[config.mk]
export PLATFORM = sky130hd
export DESIGN_NAME = branch_unit
export DESIGN_NICKNAME = d
export VERILOG_FILES = /design/src/rtl/branch_unit.sv
export SDC_FILE = /design/constraint.sdc
export NUM_CORES = 1
export LEC_CHECK = 0
export CORE_MARGIN = 8
export CORE_UTILIZATION = 41
export CTS_CLUSTER_DIAMETER = 80
export DETAILED_ROUTE_END_ITERATION = 6
export GPL_ROUTABILITY_DRIVEN = 0
export PLACE_DENSITY = 0.7
export SETUP_SLACK_MARGIN = 0.05
export SKIP_CTS_REPAIR_TIMING = 1
export SLEW_MARGIN = 30
export SYNTH_ARGS = -nofsm -noshare
export SYNTH_HDL_FRONTEND = slang
export SYNTH_SLANG_ARGS = --single-unit
[constraint.sdc]
create_clock -name clk -period 3.6 [get_ports clk]
set_clock_uncertainty 0.1 [all_clocks]
set_input_delay 0.72 -clock clk [delete_from_list [all_inputs] [get_ports clk]]
set_output_delay 0.72 -clock clk [all_outputs]
set_load 0.05 [all_outputs]
[src/rtl/branch_unit.sv]
// Multi-cycle branch resolution unit: IDLE -> RESOLVE (-> LINK for jal).
// Optional return-address stack compiled in with BRANCH_UNIT_RAS_EN.
module branch_unit #(
    parameter int PC_W       = 9,
    parameter int DATA_W     = 32,
    parameter int SIGNED_CMP = 0,
    parameter int RAS_DEPTH  = 4
) (
    input  logic              clk,
    input  logic              rst,
    input  logic              instr_valid,
    output logic              instr_ready,
    input  logic [31:0]       instruction,
    input  logic [DATA_W-1:0] rs_val,
    input  logic [DATA_W-1:0] rt_val,
    output logic [PC_W-1:0]   pc,
    output logic              taken,
    output logic              link_we,
    output logic [PC_W-1:0]   link_data
);

    typedef enum logic [1:0] {IDLE, RESOLVE, LINK} state_t;

    localparam logic [5:0] OP_J   = 6'd20;
    localparam logic [5:0] OP_JR  = 6'd21;
    localparam logic [5:0] OP_JAL = 6'd22;

    state_t            state_q, state_d;
    logic [PC_W-1:0]   pc_q, pc_d;
    logic              taken_q, taken_d;
    logic              link_we_q, link_we_d;
    logic [PC_W-1:0]   link_data_q, link_data_d;
    logic [5:0]        opc_q;
    logic [15:0]       off_q;
    logic [DATA_W-1:0] rs_q, rt_q;
    logic              accept;
    logic              eq, lt, br_hit;
    logic [PC_W-1:0]   pc_inc, br_tgt, jmp_tgt, jr_tgt;

    assign accept  = (state_q == IDLE) && instr_valid;
    assign eq      = (rs_q == rt_q);
    assign lt      = (SIGNED_CMP != 0) ? ($signed(rs_q) < $signed(rt_q))
                                       : (rs_q < rt_q);
    assign pc_inc  = pc_q + PC_W'(1);
    assign br_tgt  = pc_inc + PC_W'($signed(off_q));
    assign jmp_tgt = PC_W'(off_q);

`ifdef BRANCH_UNIT_RAS_EN
    localparam int SP_W  = (RAS_DEPTH > 1) ? $clog2(RAS_DEPTH) : 1;
    localparam int CNT_W = $clog2(RAS_DEPTH + 1);

    logic [PC_W-1:0]  ras_q [RAS_DEPTH];
    logic [SP_W-1:0]  sp_q, top_idx;
    logic [CNT_W-1:0] cnt_q;
    logic [4:0]       rsn_q;
    logic             ras_push, ras_pop;
    logic             unused_bits;

    assign unused_bits = ^instruction[20:16];
    assign top_idx  = sp_q - SP_W'(1);
    assign ras_push = (state_q == RESOLVE) && (opc_q == OP_JAL);
    assign ras_pop  = (state_q == RESOLVE) && (opc_q == OP_JR) &&
                      (rsn_q == 5'd31) && (cnt_q != '0);
    assign jr_tgt   = ras_pop ? ras_q[top_idx] : rs_q[PC_W-1:0];

    // Circular buffer: a push past full overwrites the oldest slot.
    always_ff @(posedge clk) begin
        if (rst) begin
            sp_q  <= '0;
            cnt_q <= '0;
        end else if (ras_push) begin
            ras_q[sp_q] <= pc_inc;
            sp_q        <= sp_q + SP_W'(1);
            if (cnt_q != CNT_W'(RAS_DEPTH))
                cnt_q <= cnt_q + CNT_W'(1);
        end else if (ras_pop) begin
            sp_q  <= top_idx;
            cnt_q <= cnt_q - CNT_W'(1);
        end
    end

    always_ff @(posedge clk) begin
        if (accept)
            rsn_q <= instruction[25:21];
    end
`else
    logic unused_bits;

    assign unused_bits = ^instruction[25:16];
    assign jr_tgt      = rs_q[PC_W-1:0];
`endif

    always_comb begin
        br_hit = 1'b0;
        case (opc_q)
            6'd14:   br_hit = eq;
            6'd15:   br_hit = !eq;
            6'd16:   br_hit = !lt && !eq;
            6'd17:   br_hit = !lt;
            6'd18:   br_hit = lt;
            6'd19:   br_hit = lt || eq;
            default: br_hit = 1'b0;
        endcase
    end

    always_comb begin
        state_d     = state_q;
        pc_d        = pc_q;
        taken_d     = 1'b0;
        link_we_d   = 1'b0;
        link_data_d = link_data_q;
        case (state_q)
            IDLE: begin
                if (instr_valid)
                    state_d = RESOLVE;
            end
            RESOLVE: begin
                state_d = IDLE;
                pc_d    = pc_inc;
                case (opc_q)
                    OP_J: begin
                        pc_d    = jmp_tgt;
                        taken_d = 1'b1;
                    end
                    OP_JR: begin
                        pc_d    = jr_tgt;
                        taken_d = 1'b1;
                    end
                    OP_JAL: begin
                        pc_d        = jmp_tgt;
                        taken_d     = 1'b1;
                        link_data_d = pc_inc;
                        state_d     = LINK;
                    end
                    default: begin
                        if (br_hit) begin
                            pc_d    = br_tgt;
                            taken_d = 1'b1;
                        end
                    end
                endcase
            end
            LINK: begin
                link_we_d = 1'b1;
                state_d   = IDLE;
            end
            default: state_d = IDLE;
        endcase
    end

    always_ff @(posedge clk) begin
        if (rst) begin
            state_q     <= IDLE;
            pc_q        <= '0;
            taken_q     <= 1'b0;
            link_we_q   <= 1'b0;
            link_data_q <= '0;
        end else begin
            state_q     <= state_d;
            pc_q        <= pc_d;
            taken_q     <= taken_d;
            link_we_q   <= link_we_d;
            link_data_q <= link_data_d;
        end
    end

    always_ff @(posedge clk) begin
        if (accept) begin
            opc_q <= instruction[31:26];
            off_q <= instruction[15:0];
            rs_q  <= rs_val;
            rt_q  <= rt_val;
        end
    end

    assign instr_ready = (state_q == IDLE);
    assign pc          = pc_q;
    assign taken       = taken_q;
    assign link_we     = link_we_q;
    assign link_data   = link_data_q;

endmodule

Yosys cells after proc, flatten, opt, wreduce, memory -nomap -nowiden:

Index checks and enable logic that the tools add are counted.
Widths: inputs -> output; s select.

* flip-flop bits (word level): 101
* input bits: 99
* output and inout bits: 21
* logic and storage cells: 45

* $add $sub $neg: 2
* order comparisons: 1
* equal/unequal tests: 13
* muxes and demuxes: 9
* bitwise gates (word level): 1
* reductions and logical operators: 10

Operators with widths (number)
* $eq 6x5->1 const B: 7
* $eq 32x32->1: 1
* $lt 32x32->1: 1
* $pmux 9 s2: 1
* $eq 6x4->1 const B: 2
* $add 9x1->9 const B: 1
* $add 9x9->9: 1
* $mux 9: 1
* $pmux 1 s6: 1
* $mux 2: 2
* $pmux 2 s2: 1
* $reduce_or 2->1: 2
* $mux 1: 3
* $reduce_or 3->1: 1
* $eq 2x1->1 const B: 1
* $eq 2x2->1 const B: 1
* $logic_and 1x1->1: 2
* $logic_not 1->1: 2
* $logic_not 2->1: 1
* $ne 2x2->1 const B: 1
* $reduce_and 2->1: 1
* $logic_or 1x1->1: 1
* $not 1->1: 1

Logic depth before layout (Yosys ltp):

* depth in word-level cells: 6
* mapped depth: 13
* gate-level depth less buffers: 13

Least setup slack after synthesis:

Ideal clock, no wire load.

* path kind: register to register
* from: register state_q[1]
* to: register off_q[0] (enable)
* setup time: 0.446 ns
* arrival time: 2.972 ns
* data required time: 3.054 ns
* setup slack: 0.082 ns
* stages on the path, launching flop included: 3
* buffers on the path: 0
* period minus slack after synthesis: 3.518 ns
* cell sequence: dfxtp_1 nor2_1 and2_1

* word-level cells in the longest chain between the ends: 2

RTL lines
* start, declared: line 28 `state_t state_q, state_d;`
* start signal, assigned: line 159 `state_q <= state_d;`
* $logic_not 2->1
* via instr_ready: line 12 `output logic instr_ready,`
* $logic_and 1x1->1: line 40 `assign accept = (state_q == IDLE) && instr_valid;`
* via accept: line 36 `logic accept;`
* end signal, assigned: line 170 `off_q <= instruction[15:0];`
* end, declared: line 34 `logic [15:0] off_q;`

The timed path passes the listed nets, and every way through them passes these cells.
A chain may end at the register's enable or synchronous reset.

Worst setup path in the final report:

* from: register rs_q[27]
* to: register pc_q[5], in the netlist pc[5]

* word-level cells in the longest chain between the ends: 6
* elaborated cells between the ends (all ways): 9
* those cells by class: order compare (1); eq/ne (1); mux (3); reduce/logical (4)

RTL lines
* start, declared: line 35 `logic [DATA_W-1:0] rs_q, rt_q;`
* start signal, assigned: line 171 `rs_q <= rs_val;`
* $lt 32x32->1 or $eq 32x32->1 (tied branches): line 43, 41
* $logic_not 1->1, on equally long branches: line 98, 99, 97
* $logic_and 1x1->1: line 98 `6'd16: br_hit = !lt && !eq;`
* $pmux 1 s6 (*): line 95 `case (opc_q)`
* $mux 9 (*): line 136 `if (br_hit) begin`
* $pmux 9 s2 (*): line 120 `case (opc_q)`
* end signal, assigned: line 160 `pc_q <= pc_d;`
* end, declared: line 29 `logic [PC_W-1:0] pc_q, pc_d;`

Mark *: on every way between the ends. The rest lies on a longest branch, timed or not.

==> impl_metrics.csv <==
group,metric,value,unit
run_status,status,"complete, no violations",
floorplanning,dieArea,15500,sq um
timing,rsz0062_at_grt,"no",
detailed_routing,via_per_inst,5.07,
hold_path,min_path_cells,1,
critical_path,r2r_end,"pc[5]",
clock_network,clock-sinks,101,
synthesis,synth.avg_cell_area,12.4,sq um
cells_and_area,utilization,54.8,%
synthesis,synth_top_area_share,49.1,%
cells_and_area,ff_latch_area,2810,sq um
detailed_routing,wl_met1,4.63,mm
synthesis,yosysTopAreaCell,"edfxtp_1",
detailed_routing,drt_wl_total,10.3,mm
timing,min_period,3220,ps
critical_path,r2r_cells,8,
detailed_routing,via_count,3249,
floorplanning,rows,39,
clock_network,ctsHtreeMaxLevel,3,
hold_path,holdPathEnd,"link_we",
detailed_routing,initialDrtViolationCount,133,
clock_network,clockRootBuffer,"clkbuf_16",
grt,grt_pass1_wl,16.9,mm
synthesis,ys_types,50,
timing,whs,387,ps
synthesis,synth-warning-count,0,
cells_and_area,stdcell_area,6290,sq um
timing,fin_tns_setup,0,ps
cells_and_area,layout.nets,635,
pwr,intPower,0.00201,W
synthesis,synth_seq_cells,101,
synthesis,synth_fp_nets,529,
grt,track_usage,13.4,%
synthesis,synthCells,388,
pwr,pwr-share-seq,51.1,%
grt,grt_antenna_before_repair,0,
critical_path,crit_arrival,3360,ps
critical_path,cp.required,3730,ps
grt,grt_max_degree,48,
synthesis,syn_area,4830,sq um
clock_network,clock_path_buffers,2,
floorplanning,die_h,125,microns
detailed_routing,drcViolationCount,0,
pwr,power.density,426,nW/um^2
pwr,vdd_drop_max,0.000351,V
timing,max_freq,0.310,GHz
critical_path,cp_max_fo,5,
critical_path,critical_path_class,"flip-flop to flip-flop",
floorplanning,ioPinCount,120,
timing,period_share,89.5,%
timing,setup_violations,0,
grt,grt_pass1_vias,3441,
pwr,leakagePower,2.39,nW
timing,drv_slew,0,
floorplanning,die_w,125,microns
synthesis,ys_async_sr_fraction,0,%
hold_path,min_from,"state_q[0]",
pwr,clkPwrFrac,32.1,%
synthesis,ys.flop_type,"edfxtp_1",
cells_and_area,syn2layout_area_growth,30.3,%
clock_network,tritoncts,"built",
clock_network,clk_pin_slew_worst_paths,70,ps
timing,worst_pin_slew,836,ps
cells_and_area,fin_cells,641,
pwr,p_switching,0.000666,W
detailed_routing,antenna_left,0,
detailed_routing,wl_met2,5.02,mm
synthesis,synthTopCellsByArea,"edfxtp_1, ha_1, dfxtp_1",
clock_network,cts-buffers-inserted,9,
detailed_routing,route.detailed.wl_per_inst,16.1,microns
pwr,p_sw_share,24.9,%
critical_path,r2r_slack,380,ps
detailed_routing,wl_met3,543,microns
critical_path,r2r-start,"rs_q[27]",
synthesis,yosysSeqAreaShare,58.3,%
critical_path,cp-end-kind,"flip-flop",
cells_and_area,fill_cells,978,
timing,hold_viol,0,
placement,io_buffer_count,102,
pwr,combPwrFrac,16.7,%
floorplanning,initial_utilization,42.1,%
placement,place_hpwl,8.33,mm
flow_run,cap_violations,0,
floorplanning,core_region_area,11500,sq um
timing,slew_headroom,44.1,%
detailed_routing,top_layer,"met4",
cells_and_area,multiInputGateArea,1850,sq um
placement,dpl_cell_area,6020,sq um
cells_and_area,num_antenna_cells,0,
synthesis,synth_edf_count,79,
grt,grt_overflow_total,0,
placement,placed_cells,626,
critical_path,start_kind,"flip-flop",
clock_network,clock_latency,340,ps
hold_path,hold_path.class,"flip-flop to flip-flop",
cells_and_area,layout-drive-gt1-share,6.43,%
detailed_routing,firstDrtPassIters,5,
[area by class of cell]
type                       count  area share, %
tap                          143           2.85
sequential                   101           44.7
inverter                      38           2.27
clock buffer                  10           3.64
clock inverter                 5          0.577
multi-input combinational    241           29.4
timing repair buffer         103           16.6
[stage by stage]
| stage | total power (W) | worst slack (ps) |
|---|---|---|
| 3_5_place_dp | 0.00184 | 400 |
| 4_1_cts | 0.00271 | 377 |
| 2_1_floorplan | 0.00166 | 82.1 |
| 3_3_place_gp | 0.00182 | 501 |
| 6_report | 0.00268 | 377 |
| 5_1_grt | 0.00281 | 62.8 |
[registers in the layout, summed over array words and instances (netlist names)]
signal / count
rt_q: 32
opc_q: 6
state_q: 2
off_q: 9
link_data: 9
pc: 9
taken: 1
rs_q: 32
link_we: 1
[critical path: stages (launching register included)]
cell and delay, ps:
edfxtp_1 370, ha_1 320, nand4_1 250, or4_1 630, a31oi_2 230, nor3_2 120
nor4_4 490, mux2_2 400, a211oi_1 200
[routing by layer]
layer,vias up,global-route usage [%]
met5,-,0
met4,0,5.17
met3,7,4.55
met2,78,22.4
met1,1513,15.4
li1,1651,-
[synthesized netlist by cell type (all sizes together) (2+ instances only)]
library cell and n:
buf 2, xor2 4, nor2b 4, ha 41
nor3b 2, mux2 2, nand3 11, a211oi 14
xnor2 10, a221o 3, mux2i 10, nand4 9
nor4 3, dfxtp 22, inv 38, a21oi 20
clkbuf 6, o41ai 3, o211ai 2, nor2 38
nand2 18, nor3 5, a21o 5, edfxtp 79
o21ai 7, nand2b 2, and3 5, a221oi 7
[power by group through the flow]
stage                     logic [W]  clock network (W)  registers, W
after global placement     0.000431                  0       0.00139
after detailed placement   0.000448                  0       0.00140
final                      0.000448           0.000861       0.00137
after CTS                  0.000451           0.000891       0.00137
after floorplan            0.000235                  0       0.00142
after global routing       0.000496           0.000937       0.00138
[layout by cell type (no fill, tap or decap), types with 2 or more instances in the layout]
| cell type | netlist | final |
|---|---|---|
| a21o_1 | 5 | 5 |
| nor4_2 | 2 | 2 |
| o21ai_0 | 7 | 7 |
| nand2_1 | 18 | 18 |
| xnor2_1 | 10 | 10 |
| clkdlybuf4s50_1 | 0 | 102 |
| dfxtp_1 | 22 | 22 |
| o41ai_1 | 2 | 2 |
| edfxtp_1 | 79 | 79 |
| clkinvlp_4 | 0 | 2 |
| clkbuf_16 | 0 | 9 |
| a221o_1 | 3 | 3 |
| nand2b_1 | 2 | 2 |
| nand3_1 | 11 | 11 |
| inv_1 | 38 | 38 |
| a21oi_1 | 20 | 20 |
| nor2b_1 | 4 | 4 |
| a221oi_1 | 6 | 6 |
| and3_1 | 5 | 5 |
| ha_1 | 41 | 41 |
| a211oi_1 | 14 | 14 |
| nor2_1 | 38 | 38 |
| mux2_2 | 2 | 2 |
| mux2i_1 | 10 | 10 |
| nand4_2 | 2 | 2 |
| nand4_1 | 7 | 7 |
| o211ai_1 | 2 | 2 |
| nor3_1 | 4 | 4 |
| xor2_1 | 4 | 4 |
[cells by family (layout without fill, tap and decap cells)]
family	Yosys count	after routing	synth area share (%)
buf+inv	46	156	3.60
xor+xnor	14	14	2.54
simple gates	102	102	11.0
fa+ha+maj	42	42	11.0
compound gates	71	71	11.0
mux	12	12	2.54
flops	101	101	58.3
[worst max-delay path by stage]
stage / from / to / cells past startpoint
after floorplan: state_q[1] / off_q[0] / 2
after global placement: rs_q[27] / pc[6] / 8
after detailed placement: rs_q[27] / pc[5] / 8
after CTS: rs_q[27] / pc[5] / 8
after global routing: pc[0] / pc[8] / 12
final: rs_q[27] / pc[5] / 8
(Power assumes the default switching activity.)
